--- config.mk ---
export PLATFORM = sky130hd
export DESIGN_NAME = dc_motor_ramp_ctrl_flat
export DESIGN_NICKNAME = d
export VERILOG_FILES = /design/src/rtl/dc_motor_ramp_ctrl_pkg.sv /design/src/rtl/dc_motor_ramp_ctrl_if.sv /design/src/rtl/dc_motor_ramp_channel.sv /design/src/rtl/dc_motor_ramp_ctrl.sv /design/src/flat_wrapper.sv
export SDC_FILE = /design/constraint.sdc
export NUM_CORES = 1
export LEC_CHECK = 0
export BUFFER_PORTS_ARGS = -buffer_cell sky130_fd_sc_hd__buf_2
export CAP_MARGIN = 20
export CORE_MARGIN = 2
export CORE_UTILIZATION = 40
export CTS_CLUSTER_SIZE = 20
export DETAILED_ROUTE_END_ITERATION = 7
export SYNTH_ARGS = -nofsm -noshare
export SYNTH_HDL_FRONTEND = slang
export SYNTH_HIERARCHICAL = 1
export SYNTH_SLANG_ARGS = --single-unit
export TNS_END_PERCENT = 5
--- constraint.sdc ---
create_clock -name clk -period 9 [get_ports clk]
set_input_delay 0.45 -clock clk [delete_from_list [all_inputs] [get_ports clk]]
set_output_delay 0.45 -clock clk [all_outputs]
set_load 0.005 [all_outputs]
--- src/rtl/dc_motor_ramp_ctrl_pkg.sv ---
`default_nettype none
// ============================================================================
// Module   : atrover_motor_pkg
// Purpose  : Shared types and constant helpers for the DC-motor ramp
//            controller (state/direction encodings, derived cycle counts).
// Ports    : none (package)
// Revision : 1.0 - initial release
// ============================================================================
package atrover_motor_pkg;

  typedef enum logic [1:0] {
    RUN   = 2'd0,
    BRAKE = 2'd1,
    DEAD  = 2'd2
  } motor_state_e;

  typedef enum logic {
    BWD = 1'b0,
    FWD = 1'b1
  } motor_dir_e;

  // Full-scale duty in clk cycles for one PWM period.
  function automatic int calc_dcycle_max(input int clk_freq, input int pwm_freq);
    return clk_freq / pwm_freq;
  endfunction

  // Zero-output hold on reversal, in clk cycles.
  function automatic int calc_dead_cyc(input int clk_freq, input int dead_ms);
    return (clk_freq / 1000) * dead_ms;
  endfunction

  // Ramp tick period, in clk cycles.
  function automatic int calc_tick_period(input int clk_freq, input int tick_hz);
    return clk_freq / tick_hz;
  endfunction

endpackage
`default_nettype wire

--- src/rtl/dc_motor_ramp_ctrl_if.sv ---
`default_nettype none
// ============================================================================
// Module   : dc_motor_ramp_ctrl_if
// Purpose  : Firmware command channel for the motor ramp controller.
// Signals  : cmd_vld    - command strobe (master -> slave)
//            cmd_rdy    - slave can accept (slave -> master)
//            cmd_motor  - 0 = motor 0, 1 = motor 1
//            cmd_dir    - 1 = forward, 0 = backward
//            cmd_dcycle - requested target duty
// Revision : 1.0 - initial release
// ============================================================================
interface dc_motor_ramp_ctrl_if #(
  parameter int DCYCLE_WL = 18
);
  logic                 cmd_vld;
  logic                 cmd_rdy;
  logic                 cmd_motor;
  logic                 cmd_dir;
  logic [DCYCLE_WL-1:0] cmd_dcycle;

  modport master (
    output cmd_vld, cmd_motor, cmd_dir, cmd_dcycle,
    input  cmd_rdy
  );

  modport slave (
    input  cmd_vld, cmd_motor, cmd_dir, cmd_dcycle,
    output cmd_rdy
  );
endinterface
`default_nettype wire

--- src/rtl/dc_motor_ramp_channel.sv ---
`default_nettype none
// ============================================================================
// Module   : dc_motor_ramp_channel
// Purpose  : One motor: RUN/BRAKE/DEAD sequencer holding current duty,
//            target duty/direction, applied direction and dead-time counter.
//            Produces registered fwd/bwd duties; only one can be non-zero.
// Ports    : clk, reset      - clock, async active-high reset
//            tick            - 1-cycle ramp update strobe
//            estop           - zero cur/tgt, force RUN
//            obst_clr        - zero cur/tgt if currently driving forward
//            ld/ld_dir/ld_dcycle - new target (already clamped/forced)
//            fwd_dcycle/bwd_dcycle - registered duties
//            busy            - state != RUN or cur != tgt
// Revision : 1.0 - initial release
// ============================================================================
module dc_motor_ramp_channel
  import atrover_motor_pkg::*;
#(
  parameter int DCYCLE_WL = 18,
  parameter int RAMP_STEP = 1000,
  parameter int DEAD_CYC  = 2000000
) (
  input  logic                 clk,
  input  logic                 reset,
  input  logic                 tick,
  input  logic                 estop,
  input  logic                 obst_clr,
  input  logic                 ld,
  input  logic                 ld_dir,
  input  logic [DCYCLE_WL-1:0] ld_dcycle,
  output logic [DCYCLE_WL-1:0] fwd_dcycle,
  output logic [DCYCLE_WL-1:0] bwd_dcycle,
  output logic                 busy
);

  localparam int                   DEAD_WL   = $clog2(DEAD_CYC + 1);
  localparam logic [DCYCLE_WL-1:0] STEP      = DCYCLE_WL'(RAMP_STEP);
  localparam logic [DEAD_WL-1:0]   DEAD_LOAD = DEAD_WL'(DEAD_CYC);

  motor_state_e         state_q, state_d;
  motor_dir_e           dir_q, dir_d;
  motor_dir_e           tgt_dir_q, tgt_dir_d;
  logic [DCYCLE_WL-1:0] cur_q, cur_d;
  logic [DCYCLE_WL-1:0] tgt_q, tgt_d;
  logic [DEAD_WL-1:0]   dead_q, dead_d;
  logic [DCYCLE_WL-1:0] fwd_q, fwd_d;
  logic [DCYCLE_WL-1:0] bwd_q, bwd_d;

  always_ff @(posedge clk or posedge reset) begin
    if (reset) begin
      state_q   <= RUN;
      dir_q     <= FWD;
      tgt_dir_q <= FWD;
      cur_q     <= '0;
      tgt_q     <= '0;
      dead_q    <= '0;
      fwd_q     <= '0;
      bwd_q     <= '0;
    end else begin
      state_q   <= state_d;
      dir_q     <= dir_d;
      tgt_dir_q <= tgt_dir_d;
      cur_q     <= cur_d;
      tgt_q     <= tgt_d;
      dead_q    <= dead_d;
      fwd_q     <= fwd_d;
      bwd_q     <= bwd_d;
    end
  end

  always_comb begin
    state_d   = state_q;
    dir_d     = dir_q;
    tgt_dir_d = tgt_dir_q;
    cur_d     = cur_q;
    tgt_d     = tgt_q;
    dead_d    = dead_q;

    unique case (state_q)
      RUN: begin
        // A direction change is handled before any ramping so the motor is
        // never pushed toward a new target in the old direction.
        if (tgt_dir_q != dir_q) begin
          if (cur_q == '0) dir_d = tgt_dir_q;
          else             state_d = BRAKE;
        end else if (tick) begin
          // Differences are compared rather than sums so nothing can wrap.
          if (cur_q < tgt_q)
            cur_d = ((tgt_q - cur_q) > STEP) ? cur_q + STEP : tgt_q;
          else if (cur_q > tgt_q)
            cur_d = ((cur_q - tgt_q) > STEP) ? cur_q - STEP : tgt_q;
        end
      end
      BRAKE: begin
        if (tgt_dir_q == dir_q) begin
          state_d = RUN;
        end else if (cur_q == '0) begin
          state_d = DEAD;
          dead_d  = DEAD_LOAD;
        end else if (tick) begin
          cur_d = (cur_q > STEP) ? cur_q - STEP : '0;
        end
      end
      DEAD: begin
        cur_d = '0;
        if (dead_q == '0) begin
          dir_d   = tgt_dir_q;
          state_d = RUN;
        end else begin
          dead_d = dead_q - DEAD_WL'(1);
        end
      end
      default: begin
        state_d = RUN;
      end
    endcase

    // Obstacle zeroing leaves the FSM alone so a reversal in progress still
    // gets its full dead time.
    if (obst_clr && (dir_q == FWD)) begin
      cur_d = '0;
      tgt_d = '0;
    end

    if (ld) begin
      tgt_d     = ld_dcycle;
      tgt_dir_d = motor_dir_e'(ld_dir);
    end

    if (estop) begin
      cur_d   = '0;
      tgt_d   = '0;
      state_d = RUN;
      dead_d  = '0;
    end

    // Outputs are built from next-state values so they track cur without
    // an extra cycle of lag; both derive from one dir bit, so they are
    // mutually exclusive.
    fwd_d = (dir_d == FWD) ? cur_d : '0;
    bwd_d = (dir_d == BWD) ? cur_d : '0;
  end

  assign fwd_dcycle = fwd_q;
  assign bwd_dcycle = bwd_q;
  assign busy       = (state_q != RUN) || (cur_q != tgt_q);

endmodule
`default_nettype wire

--- src/rtl/dc_motor_ramp_ctrl.sv ---
`default_nettype none
// ============================================================================
// Module   : dc_motor_ramp_ctrl
// Purpose  : Sequences the four DC-motor PWM duties (m0/m1 fwd/bwd). Shared
//            ramp tick, command decode and clamp, emergency stop and optional
//            obstacle stop; two dc_motor_ramp_channel instances do the ramps.
// Config   : ATROVER_OBSTACLE_STOP_EN - enables distance-based obstacle stop;
//            when undefined distance inputs are ignored, obstacle_stop = 0.
// Ports    : clk, reset                 - clock, async active-high reset
//            cmd (slave modport)        - firmware command channel
//            estop                      - level emergency stop
//            distance_vld, distance_cm  - distance samples (0 = no echo)
//            m0/m1_fwd/bwd_dcycle       - registered duties to pwm
//            motor_busy[1:0]            - per-motor busy
//            obstacle_stop              - sticky obstacle flag
// Revision : 1.0 - initial release
// ============================================================================
module dc_motor_ramp_ctrl
  import atrover_motor_pkg::*;
#(
  parameter int CLK_FREQ         = 100000000,
  parameter int MOTOR_PWM_FREQ   = 500,
  parameter int DCYCLE_WL        = 18,
  parameter int RAMP_TICK_HZ     = 1000,
  parameter int RAMP_STEP        = 1000,
  parameter int DEAD_TIME_MS     = 20,
  parameter int DISTANCE_WL      = 9,
  parameter int STOP_DISTANCE_CM = 20
) (
  input  logic                   clk,
  input  logic                   reset,
  dc_motor_ramp_ctrl_if.slave    cmd,
  input  logic                   estop,
  input  logic                   distance_vld,
  input  logic [DISTANCE_WL-1:0] distance_cm,
  output logic [DCYCLE_WL-1:0]   m0_fwd_dcycle,
  output logic [DCYCLE_WL-1:0]   m0_bwd_dcycle,
  output logic [DCYCLE_WL-1:0]   m1_fwd_dcycle,
  output logic [DCYCLE_WL-1:0]   m1_bwd_dcycle,
  output logic [1:0]             motor_busy,
  output logic                   obstacle_stop
);

  localparam int DCYCLE_MAX  = calc_dcycle_max(CLK_FREQ, MOTOR_PWM_FREQ);
  localparam int DEAD_CYC    = calc_dead_cyc(CLK_FREQ, DEAD_TIME_MS);
  localparam int TICK_PERIOD = calc_tick_period(CLK_FREQ, RAMP_TICK_HZ);
  localparam int TICK_WL     = $clog2(TICK_PERIOD + 1);

  localparam logic [DCYCLE_WL-1:0] DUTY_MAX = DCYCLE_WL'(DCYCLE_MAX);
  localparam logic [TICK_WL-1:0]   TICK_END = TICK_WL'(TICK_PERIOD - 1);

  // ---------------- ramp tick ----------------
  logic [TICK_WL-1:0] tick_cnt_q, tick_cnt_d;
  logic               tick;

  assign tick = (tick_cnt_q == TICK_END);

  always_comb begin
    tick_cnt_d = tick ? '0 : tick_cnt_q + TICK_WL'(1);
  end

  always_ff @(posedge clk or posedge reset) begin
    if (reset) tick_cnt_q <= '0;
    else       tick_cnt_q <= tick_cnt_d;
  end

  // ---------------- command decode ----------------
  logic                 accept;
  logic                 force_zero;
  logic                 obst_set;
  logic [DCYCLE_WL-1:0] tgt_clamped;
  logic [DCYCLE_WL-1:0] ld_dcycle;

  assign cmd.cmd_rdy  = ~estop & ~reset;
  assign accept       = cmd.cmd_vld & cmd.cmd_rdy;
  assign tgt_clamped  = (cmd.cmd_dcycle > DUTY_MAX) ? DUTY_MAX : cmd.cmd_dcycle;
  assign ld_dcycle    = force_zero ? '0 : tgt_clamped;

  // ---------------- obstacle stop ----------------
`ifdef ATROVER_OBSTACLE_STOP_EN
  logic obst_q, obst_d;
  logic obst_rel;

  // distance_cm == 0 means no echo and neither sets nor clears the flag.
  assign obst_set = distance_vld && (distance_cm != '0) &&
                    (distance_cm < DISTANCE_WL'(STOP_DISTANCE_CM));
  assign obst_rel = distance_vld && (distance_cm >= DISTANCE_WL'(STOP_DISTANCE_CM));

  always_comb begin
    obst_d = obst_q;
    if (obst_set)      obst_d = 1'b1;
    else if (obst_rel) obst_d = 1'b0;
  end

  always_ff @(posedge clk or posedge reset) begin
    if (reset) obst_q <= 1'b0;
    else       obst_q <= obst_d;
  end

  // Includes the setting cycle so a forward command racing the sample
  // cannot slip through.
  assign force_zero    = (obst_q | obst_set) & cmd.cmd_dir;
  assign obstacle_stop = obst_q;
`else
  logic unused_distance;

  assign unused_distance = (^{distance_vld, distance_cm}) ^ (STOP_DISTANCE_CM != 0);
  assign obst_set        = 1'b0;
  assign force_zero      = 1'b0;
  assign obstacle_stop   = 1'b0;
`endif

  // ---------------- channels ----------------
  logic [DCYCLE_WL-1:0] fwd_duty [2];
  logic [DCYCLE_WL-1:0] bwd_duty [2];

  for (genvar i = 0; i < 2; i++) begin : g_chan
    dc_motor_ramp_channel #(
      .DCYCLE_WL (DCYCLE_WL),
      .RAMP_STEP (RAMP_STEP),
      .DEAD_CYC  (DEAD_CYC)
    ) u_chan (
      .clk        (clk),
      .reset      (reset),
      .tick       (tick),
      .estop      (estop),
      .obst_clr   (obst_set),
      .ld         (accept && (cmd.cmd_motor == 1'(i))),
      .ld_dir     (cmd.cmd_dir),
      .ld_dcycle  (ld_dcycle),
      .fwd_dcycle (fwd_duty[i]),
      .bwd_dcycle (bwd_duty[i]),
      .busy       (motor_busy[i])
    );
  end

  assign m0_fwd_dcycle = fwd_duty[0];
  assign m0_bwd_dcycle = bwd_duty[0];
  assign m1_fwd_dcycle = fwd_duty[1];
  assign m1_bwd_dcycle = bwd_duty[1];

endmodule
`default_nettype wire

--- src/flat_wrapper.sv ---
// flat-port wrapper written by rule: the top's interface ports become plain ports
module dc_motor_ramp_ctrl_flat import atrover_motor_pkg::*;
#(
  parameter int CLK_FREQ         = 100000000,
  parameter int MOTOR_PWM_FREQ   = 500,
  parameter int DCYCLE_WL        = 18,
  parameter int RAMP_TICK_HZ     = 1000,
  parameter int RAMP_STEP        = 1000,
  parameter int DEAD_TIME_MS     = 20,
  parameter int DISTANCE_WL      = 9,
  parameter int STOP_DISTANCE_CM = 20
)
  (clk, reset, estop, distance_vld, distance_cm, m0_fwd_dcycle, m0_bwd_dcycle, m1_fwd_dcycle, m1_bwd_dcycle, motor_busy, obstacle_stop, cmd_cmd_vld, cmd_cmd_motor, cmd_cmd_dir, cmd_cmd_dcycle, cmd_cmd_rdy);
  dc_motor_ramp_ctrl_if #(.DCYCLE_WL(DCYCLE_WL)) cmd_i ();
  input  logic clk;
  input  logic reset;
  input  logic estop;
  input  logic distance_vld;
  input  logic [DISTANCE_WL-1:0] distance_cm;
  output logic [DCYCLE_WL-1:0] m0_fwd_dcycle;
  output logic [DCYCLE_WL-1:0] m0_bwd_dcycle;
  output logic [DCYCLE_WL-1:0] m1_fwd_dcycle;
  output logic [DCYCLE_WL-1:0] m1_bwd_dcycle;
  output logic [1:0] motor_busy;
  output logic obstacle_stop;
  input wire logic [$bits(cmd_i.cmd_vld)-1:0] cmd_cmd_vld;
  input wire logic [$bits(cmd_i.cmd_motor)-1:0] cmd_cmd_motor;
  input wire logic [$bits(cmd_i.cmd_dir)-1:0] cmd_cmd_dir;
  input wire logic [$bits(cmd_i.cmd_dcycle)-1:0] cmd_cmd_dcycle;
  output wire logic [$bits(cmd_i.cmd_rdy)-1:0] cmd_cmd_rdy;
  assign cmd_i.cmd_vld = cmd_cmd_vld;
  assign cmd_i.cmd_motor = cmd_cmd_motor;
  assign cmd_i.cmd_dir = cmd_cmd_dir;
  assign cmd_i.cmd_dcycle = cmd_cmd_dcycle;
  assign cmd_cmd_rdy = cmd_i.cmd_rdy;
  dc_motor_ramp_ctrl #(.CLK_FREQ(CLK_FREQ), .MOTOR_PWM_FREQ(MOTOR_PWM_FREQ), .DCYCLE_WL(DCYCLE_WL), .RAMP_TICK_HZ(RAMP_TICK_HZ), .RAMP_STEP(RAMP_STEP), .DEAD_TIME_MS(DEAD_TIME_MS), .DISTANCE_WL(DISTANCE_WL), .STOP_DISTANCE_CM(STOP_DISTANCE_CM)) u_core (.clk(clk), .reset(reset), .cmd(cmd_i), .estop(estop), .distance_vld(distance_vld), .distance_cm(distance_cm), .m0_fwd_dcycle(m0_fwd_dcycle), .m0_bwd_dcycle(m0_bwd_dcycle), .m1_fwd_dcycle(m1_fwd_dcycle), .m1_bwd_dcycle(m1_bwd_dcycle), .motor_busy(motor_busy), .obstacle_stop(obstacle_stop));
endmodule
# Yosys cells after proc, flatten, opt, wreduce, memory -nomap -nowiden
# Index checks and enable logic that the tools add are counted.
dict set report word_totals {
  register_bits 211
  inputBits 34
  out_inout_bits 76
  word_cells 155
}
dict set report classes {
  n_addsub 11
  order_cmp 11
  eq_ne 25
  muxes 66
  n_bitwise 5
  n_reduce_logical 20
}
# op count
set ops {}
lappend ops {{$mux 18} 31}
lappend ops {{$mux 21} 8}
lappend ops {{$gt 18x10->1 const B} 6}
lappend ops {{$pmux 18 s3} 2}
lappend ops {{$pmux 21 s2} 2}
lappend ops {{$sub 18x18->18} 4}
lappend ops {{$logic_not 21->1} 2}
lappend ops {{$sub 21x1->21 const B} 2}
lappend ops {{$add 18x10->18 const B} 2}
lappend ops {{$gt 18x18->1} 2}
lappend ops {{$logic_not 18->1} 2}
lappend ops {{$lt 18x18->1} 2}
lappend ops {{$ne 18x18->1} 2}
lappend ops {{$ne 3x3->1 const B} 12}
lappend ops {{$sub 18x10->18 const B} 2}
lappend ops {{$mux 2} 12}
lappend ops {{$gt 18x18->1 const B} 1}
lappend ops {{$add 17x1->17 const B} 1}
lappend ops {{$eq 17x17->1 const B} 1}
lappend ops {{$mux 17} 1}
lappend ops {{$reduce_and 4->1} 4}
lappend ops {{$pmux 2 s3} 2}
lappend ops {{$ne 4x4->1 const B} 2}
lappend ops {{$reduce_bool 2->1} 4}
lappend ops {{other kinds (12)} 29}

# Longest topological paths before layout
dict set report logic_depth {
  word_depth 10
  mapped_depth 16
  depth_no_buf 13
}

# Cells and area by module
# The synthesis kept the hierarchy.
# module instances cells_each area_each_um2 seq_area_each_um2
set by_module_without_submodules {}
lappend by_module_without_submodules {{dc_motor_ramp_channel (u_core.g_chan[0].u_chan)} 1 958 7742.4 2429.8}
lappend by_module_without_submodules {{dc_motor_ramp_channel (u_core.g_chan[1].u_chan)} 1 906 7465.9 2429.8}
lappend by_module_without_submodules {dc_motor_ramp_ctrl 1 114 996.0 425.4}

# Worst setup path after synthesis
# Ideal clock, no wire load.
dict set report synth_path {
  path_kind {reg2reg}
  from {register u_core.g_chan[1].u_chan.cur_q[5]}
  to {register u_core.g_chan[1].u_chan.bwd_q[14]}
  setup_time_ns 0.094
  t_arrival_ns 3.695
  required_ns 8.906
  setup_slack_ns 5.211
  path_stages_with_launch 16
  path_buffers 3
  period_less_slack_ns 3.789
  cell_sequence {dfrtp_1 > clkbuf_1 > inv_1 > ha_1 > buf_2 > inv_1 > a2111oi_0 > a2111oi_2 > mux2_2 > o311ai_1 > nand4_2 > nor2_4 > buf_6 > mux2i_1 > o22ai_1 > a211oi_1}
}
dict set report synth_between {
  elab_chain_len 10
  word_cells_on_any_way 26
  cone_classes {add/sub (4); order compare (5); mux (16); reduce/logical (1)}
}
# item line_no
set synth_rtl {}
lappend synth_rtl {{start, declared} dc_motor_ramp_channel.sv:43} ;# logic [DCYCLE_WL-1:0] cur_q, cur_d;
lappend synth_rtl {{start signal, assigned} dc_motor_ramp_channel.sv:63} ;# cur_q <= cur_d;
lappend synth_rtl {{$sub 18x18->18} dc_motor_ramp_channel.sv:91} ;# cur_d = ((cur_q - tgt_q) > STEP) ? cur_q - STEP : tgt_q;
lappend synth_rtl {{$gt 18x10->1} dc_motor_ramp_channel.sv:91}
lappend synth_rtl {{$mux 18} dc_motor_ramp_channel.sv:91}
lappend synth_rtl {{$mux 18} dc_motor_ramp_channel.sv:90} ;# else if (cur_q > tgt_q)
lappend synth_rtl {{$mux 18} dc_motor_ramp_channel.sv:88} ;# if (cur_q < tgt_q)
lappend synth_rtl {{$mux 18} dc_motor_ramp_channel.sv:86} ;# end else if (tick) begin
lappend synth_rtl {{$mux 18} dc_motor_ramp_channel.sv:83} ;# if (tgt_dir_q != dir_q) begin
lappend synth_rtl {{$pmux 18 s3} dc_motor_ramp_channel.sv:79} ;# unique case (state_q)
lappend synth_rtl {{$mux 18} dc_motor_ramp_channel.sv:130} ;# if (estop) begin
lappend synth_rtl {{$mux 18 (*)} dc_motor_ramp_channel.sv:141} ;# bwd_d = (dir_d == BWD) ? cur_d : '0;
lappend synth_rtl {{named net u_core.g_chan[1].u_chan.bwd_d[14]} dc_motor_ramp_channel.sv:47} ;# logic [DCYCLE_WL-1:0] bwd_q, bwd_d;
lappend synth_rtl {{end signal, assigned} dc_motor_ramp_channel.sv:67} ;# bwd_q <= bwd_d;
lappend synth_rtl {{end, declared} dc_motor_ramp_channel.sv:47}
# The timed path passes the listed nets; every way through them passes the cells marked *.
# A chain may end at the register's enable or synchronous reset.

# Final worst setup path
dict set report layout_path {
  from {register u_core.g_chan[1].u_chan.cur_q[3]}
  to {register u_core.g_chan[1].u_chan.bwd_q[0]}
}
# The elaborated chain is that of the path after synthesis.

==> qor.yml <==
critPathRequiredTime_ns: 9.46
rsz0062_at_grt: "no"
max_freq_ghz: 0.185
die_w_um: 205
cts.repair.resized: 0
grt_usage_pct: 25.3
synthCells: 1978
powerDensity_mw_per_mm2: 260
grt_pass1_vias: 14600
vias_per_cell: 6.05
drcViolationCount: 0
overflow: 0
floorplan.die.height_um: 205
n_antenna_cell: 0
synthArstFlopShare_pct: 100
layout-drive-gt1-share_pct: 10.9
synth_ff_type: "dfrtp_1"
finalWirelength_um: 53800
postCtsHoldBufs: 0
io_pins: 110
register_area_sq_mm: 0.00529
synth_edf_count: 0
place_hpwl_um: 40600
grt_pass1_wl_um: 84300
fin_nets: 2131
grt_max_degree: 58
cp.arrival_ns: 5.86
r2r_slack_ns: 3.60
start_util_pct: 40.7
fin_skew_ns: 0.00996
worst_slew_margin_rel_pct: 21.5
met1_length_um: 24500
peakVddDrop_mv: 0.156
cts.clk_slew.worst_paths_ns: 0.06
top_layer: "met4"
avgRoutedWirePerCell_um: 21.0
final_util_pct: 44.7
hold_viol: 0
clkSinkCount: 211
portBuffers: 98
synthesis.area_sq_mm: 0.0162
root_buffer: "clkbuf_16"
status: "finished clean"
synth_cell_types: 108
tightest_slew_ns: 1.17
min_period_ns: 5.40
cts_tree: "built"
pre_cts_ws_ns: 3.75
cts_htree_levels: 1
worstSetupEndpointType: "register"
crit_type: "reg -> reg"
p_leak_uw: 0.00770
post_cts_buffers: 0
slew_violations: 0
fillers: 4057
fin_crit_sh_pct: 60.0
first_pass_iters: 6
place_congestion: 0.977
route.vias.total: 15500
cts_made_buffers: 25
fin_ws_ns: 3.60
postRouteAntennaNets: 0
area_growth_syn_to_layout_pct: 9.88
clk_path_buf_depth: 3
clk_latency_ns: 0.54
routed-wl-met2_um: 24000
fin_setup_tns_ns: 0
synth_seq_cells: 211
dieArea_sq_mm: 0.0421
first_iter_violations: 1557
finalNonFillerCells: 2562
multi_input_area_sq_mm: 0.0100
antenna_found_initial: 0
critPathLaunchType: "register"
dp.cells: 2516
dr_wl_met3_um: 3790
max_cap_violations: 0
finalSetupViolations: 0
postSynthAreaPerCell_sq_um: 8.19
coreArea_sq_mm: 0.0398
power.total_uw: 4630
critPathMaxFanout: 21
placement_rows: 73
synth_seq_area_share_pct: 32.6
yosys_warnings: 6
hp-class: "in -> async"
-- through the flow --
stage                     area [sq um]  hold WS [ns]
after detailed placement         17000         0.485
final                            17800        0.0531
after global routing             17800        0.0780
after global placement           17000         0.482
after CTS                        17800        0.0425
after floorplan                  16200         0.376
-- cell families after synthesis --
kind of cell               Yosys count  synth area share (%)
muxes                               37                  2.35
other                                1                0.0231
AOI/OAI and AO/OA                  571                  23.8
DFF                                211                  32.6
adders and majority gates           79                  6.19
and+or+nand+nor                    751                  23.3
buffers and inverters              216                  5.63
xor gates and xnor gates           112                  6.05
-- state kept, by name (all words and copies together), names as in the netlist --
| register | cells |
|---|---|
| u_core/g_chan.u_chan/bwd_dcycle | 36 |
| u_core/g_chan.u_chan/cur_q | 36 |
| u_core/g_chan.u_chan/dead_q | 42 |
| u_core/g_chan.u_chan/dir_q | 2 |
| u_core/g_chan.u_chan/fwd_dcycle | 36 |
| u_core/g_chan.u_chan/state_q | 4 |
| u_core/g_chan.u_chan/tgt_dir_q | 2 |
| u_core/g_chan.u_chan/tgt_q | 36 |
| u_core/tick_cnt_q | 17 |
-- cells in the mapped netlist, drive strengths merged, types with 5 or more instances --
library cell	n	share of area (%)
nor2b	18	0.69
buf	34	1.4
or2	9	0.35
mux2	8	0.56
nand3	55	1.7
and2	19	0.74
nand2	139	3.3
o31a	9	0.49
o21ai	125	4.0
xnor2	83	4.5
a211oi	24	1.2
a311oi	7	0.42
o221ai	6	0.36
a21o	20	0.93
dfrtp	207	32
nor3	110	3.5
inv	106	2.5
xor2	29	1.6
or3	37	1.5
nor4	33	1.4
nor3b	9	0.42
o31ai	12	0.67
a221oi	6	0.36
a31oi	45	1.7
ha	77	5.9
a22o	41	2.2
a21oi	151	4.8
mux2i	29	1.8
and3	18	0.73
o211a	7	0.48
o211ai	21	1.0
nand4	27	1.1
a211o	15	0.81
and4	10	0.54
or4	9	0.46
clkbuf	72	1.7
o2111ai	7	0.38
o21a	8	0.37
o311ai	7	0.42
a2111oi	5	0.32
nand2b	21	0.81
a22oi	5	0.23
o22ai	12	0.46
nor2	228	5.4
-- per-layer routing --
metal	up-vias	global-route usage, %
li1	7273	-
met4	0	7.35
met2	637	40.0
met5	-	0
met3	100	3.34
met1	7502	35.9
-- worst max-delay path: stages, from the launching register on --
cell,delay (ns)
dfrtp_1,0.65
inv_1,0.28
ha_1,0.50
nand3_1,0.19
a2111oi_0,0.65
a2111oi_2,0.18
o211ai_2,0.36
a221o_1,0.73
nand2_1,0.65
nor3_1,0.58
a211oi_1,0.10
o31a_1,0.32
nor2_1,0.13
-- worst paths after layout --
check,startpoint,end,depth (start not counted)
setup reg to reg,u_core/g_chan[1].u_chan/cur_q[3],u_core/g_chan[1].u_chan/bwd_dcycle[0],12
setup / recovery,u_core/g_chan[1].u_chan/cur_q[3],u_core/g_chan[1].u_chan/bwd_dcycle[0],12
max in group asynchronous,reset,u_core/g_chan[0].u_chan/cur_q[14],3
min in group clk,cmd_cmd_dcycle[17],u_core/g_chan[1].u_chan/tgt_q[17],2
hold reg to reg,u_core/g_chan[0].u_chan/dead_q[19],u_core/g_chan[0].u_chan/dead_q[19],1
hold / removal,reset,u_core/g_chan[1].u_chan/cur_q[0],2
-- final cells by class --
type                    instances  area share (%)
multi-input cells            1555            56.3
repair buffers                115            3.47
well taps                     525            3.69
inverters                     110            2.35
flip-flops and latches        211            29.7
clock buffers                  41            4.24
clock inverters                 5           0.218
-- cells in the final DEF, fill, tap and decap left out, drive strengths merged, types with 77 or more instances in the layout --
cell and count:
inv 109, buf 115, nand2 139, nor2 228, nor3 110, dfrtp 207
o21ai 125, ha 77, xnor2 83, a21oi 151
-- power by group --
part	total (uW)	switching, uW	internal, uW
Sequential	1200	144	1050
Combinational	2460	1580	880
Clock	977	404	573
No activity file was read; power rests on OpenSTA's default activity.
